--- config.mk ---
export PLATFORM = sky130hd
export DESIGN_NAME = hazard_detect
export DESIGN_NICKNAME = d
export VERILOG_FILES = /design/src/rtl/hazard_detect_pkg.sv /design/src/rtl/hazard_muldiv_timer.sv /design/src/rtl/hazard_detect.sv
export SDC_FILE = /design/constraint.sdc
export NUM_CORES = 1
export LEC_CHECK = 0
export ABC_AREA = 1
export BUFFER_PORTS_ARGS = -buffer_cell sky130_fd_sc_hd__buf_2
export CAP_MARGIN = 20
export CORE_MARGIN = 3
export CORE_UTILIZATION = 35
export DETAILED_ROUTE_END_ITERATION = 7
export PLACE_DENSITY = 0.71
export SETUP_SLACK_MARGIN = 0.1
export SYNTH_ARGS = -nofsm -noshare
export SYNTH_HDL_FRONTEND = slang
export SYNTH_HIERARCHICAL = 1
export SYNTH_SLANG_ARGS = --single-unit
--- constraint.sdc ---
create_clock -name clk -period 1.43 [get_ports clk]
set_input_delay 0.286 -clock clk [delete_from_list [all_inputs] [get_ports clk]]
set_output_delay 0.286 -clock clk [all_outputs]
set_load 0.01 [all_outputs]
--- src/rtl/hazard_detect_pkg.sv ---
// ---------------------------------------------------------------------------
// hazard_detect_pkg
//   Definitions shared by the hazard unit and the control decoder:
//   - hz_state_t      : encoding of the mult/div tracker state
//   - MULDIV_LAT_DEF  : default number of cycles from a mult/div entering EX
//                       until HI/LO holds a valid result
//   - CNT_W_DEF       : default width of the mult/div countdown counter
//   - MEMREAD_NONE    : MemRead code for "not a load" (same code the control
//                       decoder emits)
// ---------------------------------------------------------------------------
package hazard_detect_pkg;

  typedef enum logic {
    HZ_IDLE = 1'b0,
    HZ_BUSY = 1'b1
  } hz_state_t;

  localparam int MULDIV_LAT_DEF = 4;
  localparam int CNT_W_DEF      = 3;

  localparam logic [1:0] MEMREAD_NONE = 2'b00;

  // Value loaded into the countdown so that busy lasts exactly lat cycles.
  function automatic int muldiv_reload(input int lat);
    return lat - 1;
  endfunction

endpackage : hazard_detect_pkg

--- src/rtl/hazard_muldiv_timer.sv ---
// ---------------------------------------------------------------------------
// hazard_muldiv_timer
//   Tracks the multi-cycle mult/div unit. A start pulse puts the tracker in
//   BUSY for exactly MULDIV_LAT cycles; busy is a pure function of the state
//   register, so start never reaches busy combinationally.
//
//   state   | meaning
//   --------+--------------------------------------------------------------
//   HZ_IDLE | no mult/div in flight, HI/LO valid
//   HZ_BUSY | mult/div in flight, counter holds remaining busy cycles - 1
//
// Ports
//   clk    in  1  pipeline clock, rising edge
//   rst    in  1  synchronous reset, active-high
//   start  in  1  mult/div entering EX this cycle
//   busy   out 1  HI/LO result not yet valid
// ---------------------------------------------------------------------------
module hazard_muldiv_timer
  import hazard_detect_pkg::*;
#(
  parameter int MULDIV_LAT = MULDIV_LAT_DEF,
  parameter int CNT_W      = CNT_W_DEF
) (
  input  logic clk,
  input  logic rst,
  input  logic start,
  output logic busy
);

  localparam logic [CNT_W-1:0] RELOAD = CNT_W'(muldiv_reload(MULDIV_LAT));
  localparam logic [CNT_W-1:0] CNT_ZERO = '0;
  localparam logic [CNT_W-1:0] CNT_ONE  = CNT_W'(1);

  hz_state_t        state_q, state_d;
  logic [CNT_W-1:0] cnt_q, cnt_d;

  always_ff @(posedge clk) begin
    if (rst) begin
      state_q <= HZ_IDLE;
      cnt_q   <= CNT_ZERO;
    end else begin
      state_q <= state_d;
      cnt_q   <= cnt_d;
    end
  end

  always_comb begin
    state_d = state_q;
    cnt_d   = cnt_q;
    case (state_q)
      HZ_IDLE: begin
        if (start) begin
          state_d = HZ_BUSY;
          cnt_d   = RELOAD;
        end
      end
      HZ_BUSY: begin
        // A second start while busy restarts the full latency window.
        if (start) begin
          cnt_d = RELOAD;
        end else if (cnt_q == CNT_ZERO) begin
          state_d = HZ_IDLE;
        end else begin
          cnt_d = cnt_q - CNT_ONE;
        end
      end
      default: begin
        state_d = HZ_IDLE;
        cnt_d   = CNT_ZERO;
      end
    endcase
  end

  assign busy = (state_q == HZ_BUSY);

endmodule : hazard_muldiv_timer

--- src/rtl/hazard_detect.sv ---
// ---------------------------------------------------------------------------
// hazard_detect
//   Produces the bubble request for the ID/EX control-zeroing mux and freezes
//   the front end while the bubble is injected.
//   - Load-use RAW hazard between the load in EX and the instruction in ID.
//   - HI/LO readers and writers in ID wait while the mult/div unit is busy.
//
// Ports
//   clk          in  1  pipeline clock, rising edge
//   rst          in  1  synchronous reset, active-high
//   IDRs         in  5  rs field of instruction in ID
//   IDRt         in  5  rt field of instruction in ID
//   IDUsesRt     in  1  ID instruction reads rt as a source
//   IDHiLoRead   in  1  ID instruction is mfhi/mflo
//   IDHiLoWrite  in  1  ID instruction is mult/div/mthi/mtlo
//   EXMemRead    in  2  EX-stage MemRead encoding; non-zero = load
//   EXWriteReg   in  5  destination register of EX instruction
//   EXHiLoWrite  in  1  EX instruction starts a mult/div
//   Hazard       out 1  1 = bubble into ID/EX
//   PCWrite      out 1  0 = hold PC
//   IFIDWrite    out 1  0 = hold IF/ID register
//   MulDivBusy   out 1  mult/div result not yet valid
// ---------------------------------------------------------------------------
module hazard_detect
  import hazard_detect_pkg::*;
#(
  parameter int MULDIV_LAT = MULDIV_LAT_DEF,
  parameter int CNT_W      = CNT_W_DEF
) (
  input  logic       clk,
  input  logic       rst,
  input  logic [4:0] IDRs,
  input  logic [4:0] IDRt,
  input  logic       IDUsesRt,
  input  logic       IDHiLoRead,
  input  logic       IDHiLoWrite,
  input  logic [1:0] EXMemRead,
  input  logic [4:0] EXWriteReg,
  input  logic       EXHiLoWrite,
  output logic       Hazard,
  output logic       PCWrite,
  output logic       IFIDWrite,
  output logic       MulDivBusy
);

  logic ex_is_load;
  logic ex_dest_live;
  logic rs_match;
  logic rt_match;
  logic lu;
  logic md;
  logic busy;
  logic stall;

  hazard_muldiv_timer #(
    .MULDIV_LAT (MULDIV_LAT),
    .CNT_W      (CNT_W)
  ) u_timer (
    .clk   (clk),
    .rst   (rst),
    .start (EXHiLoWrite),
    .busy  (busy)
  );

  // $0 is hardwired to zero, so a load targeting it never creates a hazard.
  assign ex_is_load   = (EXMemRead != MEMREAD_NONE);
  assign ex_dest_live = (EXWriteReg != 5'd0);
  assign rs_match     = (EXWriteReg == IDRs);
  assign rt_match     = IDUsesRt && (EXWriteReg == IDRt);

  // One bubble suffices: the next cycle the load has moved on to MEM.
  assign lu = ex_is_load && ex_dest_live && (rs_match || rt_match);

  assign md = busy && (IDHiLoRead || IDHiLoWrite);

  assign stall = lu || md;

  // Outputs are held at their inactive values for the whole reset cycle,
  // independent of whatever the pipeline inputs are doing.
  assign Hazard     = stall && !rst;
  assign PCWrite    = !Hazard;
  assign IFIDWrite  = !Hazard;
  assign MulDivBusy = busy && !rst;

endmodule : hazard_detect

Word-level counts from Yosys, hierarchy flattened
Index checks and enable logic that the tools add are counted.
Widths: inputs -> output; s select.

operators by class
  $mul = 0
  reduce and logical (&&, ||, !) cells = 15
  magnitude comparators = 0
  shift-type cells = 0
  $add $sub $neg = 1
  muxes and demuxes = 8
  eq/ne operators = 4
  div/mod/pow operators = 0
  bitwise gates (word level) = 1

operators with widths
  operator             number
  $eq 5x5->1           2
  $mux 3               3
  $logic_and 1x1->1    6
  $pmux 3 s2           1
  $reduce_bool 5->1    1
  $logic_not 3->1      1
  $logic_or 1x1->1     3
  $mux 1               3
  $ne 3x3->1 const B   1
  $sub 3x1->3 const B  1
  $logic_not 1->1      2
  $ne 2x2->1 const B   1
  $pmux 1 s2           1
  $reduce_and 2->1     1
  $reduce_bool 2->1    1
  $not 1->1            1

word-level totals
  bits in latches = 0
  bits in read-only memories = 0
  memories = 0
  input port bits = 23
  flip-flop bits (word level) = 4
  logic and storage cells = 31
  memory bits (writable) = 0

Depth between registers and ports, before layout
Gate-level depths: netlist of the first run.

  word-level depth = 7
  gate-level depth with buffers = 8
  gate-level depth less buffers = 8

Hierarchy
The synthesis of the first run kept the hierarchy.

modules (own cells, without submodules)
  module               area an instance (um^2)  times used  sequential area each (um^2)  cells an instance
  hazard_detect        255.2                    1           0.0                          63
  hazard_muldiv_timer  217.7                    1           80.1                         29

Worst setup path before layout of the first run
Ideal clock, no wire load.

  path type = input-to-output
  from = input EXWriteReg[2]
  to = output PCWrite
  data required time = 1.144 ns
  slack = 0.110 ns
  stages on the path = 6
  arrival = 1.034 ns
  cell sequence = nor2_1 nand3_1 o21ai_1 inv_1 a21oi_1 buf_4

on the way
  word-level cells in the longest chain between the ends = 7

ends and longest elaborated chain
  element              line                 RTL
  from (decl)          hazard_detect.sv:38  input logic [4:0] EXWriteReg,
  $eq 5x5->1           hazard_detect.sv:69  assign rt_match = IDUsesRt && (EXWriteReg == IDRt);
  $logic_and 1x1->1    hazard_detect.sv:69
  $logic_or 1x1->1     hazard_detect.sv:72  assign lu = ex_is_load && ex_dest_live && (rs_match || rt_match);
  $logic_and 1x1->1 *  hazard_detect.sv:72
  $logic_or 1x1->1 *   hazard_detect.sv:76  assign stall = lu || md;
  $logic_and 1x1->1 *  hazard_detect.sv:80  assign Hazard = stall && !rst;
  $logic_not 1->1 *    -
  to (decl)            hazard_detect.sv:41  output logic PCWrite,

Every way passes the cells marked *; elsewhere a longest branch is shown, timed or not.

Worst setup path in the final report of the first run
  from = input IDRt[2]
  to = output Hazard

on the way
  word-level cells in the longest chain between the ends = 6

ends and longest elaborated chain
  element            line                 RTL
  from (decl)        hazard_detect.sv:33  input logic [4:0] IDRt,
  $eq 5x5->1         hazard_detect.sv:69
  $logic_and 1x1->1  hazard_detect.sv:69
  $logic_or 1x1->1   hazard_detect.sv:72
  $logic_and 1x1->1  hazard_detect.sv:72
  $logic_or 1x1->1   hazard_detect.sv:76
  $logic_and 1x1->1  hazard_detect.sv:80
  to (decl)          hazard_detect.sv:40  output logic Hazard,

No other way between the ends.

==> results of run 1 <==
## cells by family (layout without fill, tap and decap cells)
group / count (synthesis) / after routing / synth area share
simple gates: 55 / 55 / 0.492
compound gates: 5 / 5 / 0.0608
flops: 4 / 4 / 0.169
xor+xnor: 1 / 1 / 0.0185
buf+inv: 25 / 54 / 0.206
fa+ha+maj: 2 / 2 / 0.0529
## what timing repair did
item / in CTS / in global routing
buffers inserted: 1 / 0
pin swaps: 6 / 15
resized for setup: 12 / 23
setup endpoints to repair: 3 / 4
## worst max-delay path, delay by kind of cell
family	cells	cell delay, ns
AND/OR/NAND/NOR	7	0.54
buffers and inverters	2	0.22
## metrics by stage
step / cells / cell area, um^2 / total power, mW / setup WS (ns) / utilization
after detailed placement: 131 / 613 / 0.271 / 0.0187 / 0.517
after global routing: 135 / 743 / 0.476 / 0.0238 / 0.627
final: 135 / 743 / 0.437 / 0.107 / 0.627
after floorplan: 92 / 473 / 0.215 / 0.110 / -
after CTS: 135 / 672 / 0.418 / 0.0985 / 0.566
after global placement: 131 / 613 / 0.266 / 0.0689 / 0.517
## Yosys cell counts (2+ instances only)
library cell,number
nand2_2,2
dfxtp_1,4
nor2_1,16
nand3_1,6
inv_2,3
inv_1,21
a21oi_1,2
ha_1,2
nand2_1,29
## flip-flops by register name, indices dropped and copies added, names as in the netlist
name / flops
u_timer/busy: 1
u_timer/cnt_q: 3
## layer usage
layer	share of wire	wire, um	vias up
met5	0	0	-
met4	0.011	12	0
met3	0.080	89	2
met2	0.51	567	22
met1	0.40	449	220
li1	-	-	327
## power by group
part,switching (mW),internal [mW],leakage (nW)
sequential,0.00511,0.121,0.0335
clock,0.0383,0.0933,0.0138
combinational,0.0914,0.0875,0.401
total,0.135,0.302,0.448
## layout make-up
class / instances / area [um^2] / area share
clock buffers: 3 / 22.5 / 0.0303
multi-input cells: 63 / 338 / 0.455
well taps: 14 / 17.5 / 0.0236
repair buffers: 27 / 189 / 0.254
inverters: 24 / 95.1 / 0.128
flip-flops and latches: 4 / 81.3 / 0.109
## worst paths after layout
path	cells after the start	endpoint	slack, ns	startpoint
min reg2reg	2	u_timer/cnt_q[1]$_SDFFE_PP0P_	0.48	u_timer/cnt_q[1]$_SDFFE_PP0P_
max reg2reg	7	u_timer/cnt_q[1]$_SDFFE_PP0P_	0.23	u_timer/cnt_q[0]$_SDFFE_PP0P_
min	2	u_timer/cnt_q[2]$_SDFFE_PP0P_	0.30	rst
max	9	Hazard	0.11	IDRt[2]
==> results.cfg, run 1 <==
[run_status]
outcome = finished, final reports clean

[final_layout]
filler_cell_count = 116
layout_common_cells = nand2_1, buf_2, inv_1
antenna_cells_inserted = 0
final_layout_size_suffix_gt1_frac = 0.446
fin_nets = 148
areaGrowthSynthToFinish_pct = 57.1
most_common_library_cell_in_the_layout_ignoring_fill_and_taps = nand2_1

[global_routing]
grt_overflow = 0
grt_total_usage = 0.131
grt_pass1_wl_um = 1900
met1_usage = 0.143
number_of_global_route_vias_before_repair = 532
grt_start_max_net_pins = 7
number_of_antenna_violations_at_the_first_check_in_global_routing = 0
grt_most_used_layer = met2
global_route.usage.met2 = 0.249
global_route_track_usage_on_met3 = 0.00847

[drt]
vias = 571
drt.antenna.violating_nets = 0
wl_per_cell_um = 8.29
totalWireLength_um = 1120
drt_iter0_drc = 4
drc = 0
drt_pass1_iterations = 4
vias_per_cell = 4.23

[clock_tree]
cts_max_level = 1
cts_made_buffers = 3
cts.path.max_buffers = 2
cts_hold_repair.buffers = 0
cts_tree = built
cts_root_buf = clkbuf_4
reg_clk_slew_reported_paths_ns = 0.03
worstSkewPairLatency_ns = 0.23
clock_sink_count = 4

[flow_run]
drv.max_cap_violation_count = 0

[sta]
rsz0062_at_grt = yes
min_period_over_period = 0.925
finClkSkew_ns = 0.00407
setup_tns_ns = 0
worst_pin_slew_ns = 0.190
fmaxAchievable_mhz = 756
setup-violations-final = 0
finalMaxSlewViolations = 0
whs_ns = 0.296
min_period_ns = 1.32
slew_headroom = 0.873
final_hold_fails = 0

[placed_design]
dp_hpwl_um = 894
portBuffers = 26
gp_routability_congestion = 0.760

[synthesis]
yosysTopAreaCellShare = 0.230
ys_async_sr_fraction = 0
netlist_area_um2 = 473
synthTopCellsByArea = nand2_1, dfxtp_1, inv_1
synth.yosys.warnings = 6
netlist-cell-type-count = 16
synth_seq_area_share = 0.169
postSynthAreaPerCell_um2 = 5.14
mapped_nets = 117
gate_count_after_technology_mapping = 92
postSynthRegisterBits = 4
synth_top_cell_by_area = nand2_1
count_of_flip_flops_with_a_built_in_enable_after_synthesis = 0
yosys_most_used_dff = dfxtp_1

[worst_setup_path]
worst-setup-path-type = input pin to output pin
critPathMaxStageDelay_ns = 0.12
worstPathRequired_ns = 1.14
critical_path_slowest_stage_cell = buf_2
timing.critical_path.arrival_ns = 1.04
timing.critical_path.cells = buf_8, nor2_4, nor2_1, nor2_1, nand3_1, nand2_2, nand2_1, nand2_1, buf_2
critPathCaptureType = output pin
critPathMaxFanout = 2
worst_setup_path_start_kind = input pin

[floorplanning]
horiz_die_dim_um = 42.8
boundaryPins = 27
core_area_mm2 = 0.00119
fp-row-count = 12
die_area_mm2 = 0.00183
die_h_um = 42.8
initial_utilization = 0.399

[power_and_ir_drop]
static_leakage_nw = 0.448
cellPowerDensity_mw_per_mm2 = 587
vdd_ir_drop_max_uv = 231

[worst_hold_path]
hold_path.class = input pin to flip-flop
No activity file was read; power rests on OpenSTA's default activity.
==> run 2: changes to the inputs <==
ABC_AREA = 0   (was 1)
CORE_AREA = 3 3 40 42   (was default)
CORE_MARGIN = default   (was 3)
CORE_UTILIZATION = default   (was 35)
DIE_AREA = 0 0 43 45   (was default)
PLACE_DENSITY = 0.64   (was 0.71)
==> results.cfg, run 2 <==
[worst_setup_path]
worst_setup_path_start_kind = input pin
worstPathRequired_ns = 1.14
critPathCaptureType = output pin
timing.critical_path.cells = buf_8, or4_4, o21ai_4, o21a_1, buf_2
worst-setup-path-type = input pin to output pin
critPathMaxStageDelay_ns = 0.53
cpLargestDelayFamily = simple AND/OR/NAND/NOR gates
reg2reg_to = u_timer/cnt_q[2]$_SDFFE_PP0P_
critical_path_slowest_stage_cell = or4_4
timing.critical_path.arrival_ns = 1.31
critical_path_buf_inv_count = 2
rr_worst_depth = 5
ff2ff_setup_slack_ns = 0.15
critPathMaxFanout = 3
crit-reg2reg-launch = u_timer/cnt_q[1]$_SDFFE_PP0P_

[floorplanning]
core_area_mm2 = 0.00128
fp-row-count = 13
horiz_die_dim_um = 43
die_h_um = 45
initial_utilization = 0.296
die_area_mm2 = 0.00194
boundaryPins = 27

[drt]
drt_iter0_drc = 8
vias = 419
drt_pass1_iterations = 2
wl_per_cell_um = 10.7
wl_met2_um = 480
drt.antenna.violating_nets = 0
totalWireLength_um = 952
met3WireLength_um = 93
top_layer = met4
vias_per_cell = 4.71
detail_route.wirelength.met1_um = 355
drc = 0

[global_routing]
grt_total_usage = 0.111
grt_pass1_wl_um = 1520
grt_start_max_net_pins = 7
grt_overflow = 0
number_of_global_route_vias_before_repair = 390
number_of_antenna_violations_at_the_first_check_in_global_routing = 0

[sta]
finalMaxSlewViolations = 0
final_hold_fails = 0
rsz0062_at_grt = yes
worst_pin_slew_ns = 0.233
setup-violations-final = 3
finClkSkew_ns = 0.00337
min_period_over_period = 1.12
finalWorstSetupSlack_ns = -0.164
fmaxAchievable_mhz = 627
slew_headroom = 0.843
min_period_ns = 1.59
whs_ns = 0.313

[clock_tree]
cts_made_buffers = 3
cts_root_buf = clkbuf_4
cts.path.max_buffers = 2
clock_sink_count = 4
cts_tree = built
cts_max_level = 1
cts_hold_repair.buffers = 0
reg_clk_slew_reported_paths_ns = 0.04
worstSkewPairLatency_ns = 0.24

[worst_hold_path]
hold_path.class = input pin to flip-flop
hold_depth = 2
min_delay_worst_endpoint = u_timer/cnt_q[2]$_SDFFE_PP0P_
timing.hold.worst.start = EXHiLoWrite

[run_status]
violated_checks = negative setup slack
outcome = finished, violations left

[synthesis]
synth_common_cells = xnor2_1, dfxtp_1, inv_1, nor2_1
postSynthRegisterBits = 4
postSynthAreaPerCell_um2 = 8.85
netlist-cell-type-count = 22
synth_seq_area_share = 0.211
post-synth-top-count-cell = xnor2_1
yosysTopAreaCellShare = 0.230
count_of_flip_flops_with_a_built_in_enable_after_synthesis = 0
ys_async_sr_fraction = 0
synth.yosys.warnings = 6
synthTopCellsByArea = xnor2_1, dfxtp_1, a2111oi_4
netlist_area_um2 = 380
synth_top_cell_by_area = xnor2_1
mapped_nets = 68
gate_count_after_technology_mapping = 43
yosys_most_used_dff = dfxtp_1

[power_and_ir_drop]
total_power_mw = 0.435
p_int_mw = 0.313
sequential_cell_fraction_of_total_power = 0.295
comb_power_share = 0.382
cellPowerDensity_mw_per_mm2 = 695
net_switching_share_of_the_total_power = 0.281
total_switching_power_mw = 0.122
vdd_ir_drop_max_uv = 224
static_leakage_nw = 0.272
clock_power_share = 0.323

[final_layout]
filler_cell_count = 125
fin_nets = 101
final_layout_size_suffix_gt1_frac = 0.581
seq_area_um2 = 83.8
layout_common_cells = buf_2, xnor2_1
multi_input_comb_area_um2 = 317
register_bank_with_the_most_flops = u_timer/cnt_q
antenna_cells_inserted = 0
areaGrowthSynthToFinish_pct = 64.5
largest_register_ffs = 3
fin_util = 0.487
most_common_library_cell_in_the_layout_ignoring_fill_and_taps = buf_2

[flow_run]
drv.max_cap_violation_count = 0

[placed_design]
dp_hpwl_um = 769
portBuffers = 26
dp_worst_setup_slack_ns = -0.185
gp_routability_congestion = 0.737
## run 2: how the worst max path moves through the flow
stage / from / to / slack [ns] / depth (start not counted)
3_3_place_gp: EXWriteReg[3] / PCWrite / -0.17 / 5
5_1_grt: EXWriteReg[3] / PCWrite / -0.23 / 5
6_report: EXWriteReg[3] / IFIDWrite / -0.16 / 5
2_1_floorplan: EXWriteReg[3] / PCWrite / -0.09 / 4
3_5_place_dp: EXWriteReg[3] / PCWrite / -0.18 / 5
4_1_cts: EXWriteReg[3] / IFIDWrite / -0.16 / 5
## run 2: kinds of logic (layout without fill, tap and decap cells)
group,after synthesis,after routing,share of synthesized area
buf+inv,5,36,0.0592
xor+xnor,10,10,0.230
fa+ha+maj,2,2,0.0658
compound gates,9,9,0.220
flops,4,4,0.211
simple gates,13,13,0.214
## run 2: power groups by stage
stage                     sequential (mW)  clock, mW  combinational [mW]
after detailed placement            0.129          0               0.145
after global routing                0.129      0.162               0.183
after global placement              0.129          0               0.141
after floorplan                     0.128          0              0.0825
after CTS                           0.128      0.148               0.154
final                               0.128      0.141               0.166
## run 2: metrics by stage
step           cell area [um^2]  setup TNS, ns  cells
2_1_floorplan               393        -0.0935     43
3_3_place_gp                549         -0.500     85
3_5_place_dp                549         -0.530     85
4_1_cts                     596         -0.449     89
5_1_grt                     626         -0.626     89
6_report                    626         -0.467     89
## run 2: cell type report
cell class              instances  area share
inverters                       4      0.0240
well taps                      15      0.0300
clock buffers                   3      0.0360
multi-input cells              34       0.506
flip-flops and latches          4       0.134
repair buffers                 29       0.270
## run 2: repair_timing
action | in CTS | in global routing
buffers inserted | 1 | 0
pin swaps | 2 | 1
endpoints found under the setup margin | 4 | 5
gates resized for setup | 6 | 6
## run 2: layer usage
metal	vias to the layer above	track usage
met4	0	0.0904
met2	24	0.189
met5	-	0
li1	215	-
met1	177	0.111
met3	3	0.0359
## run 2: worst register-to-register path, cell delays in order (launching register included)
cell       delay, ns
dfxtp_2         0.31
inv_2           0.03
ha_2            0.18
ha_4            0.17
nand2b_4        0.16
a2111oi_4       0.33
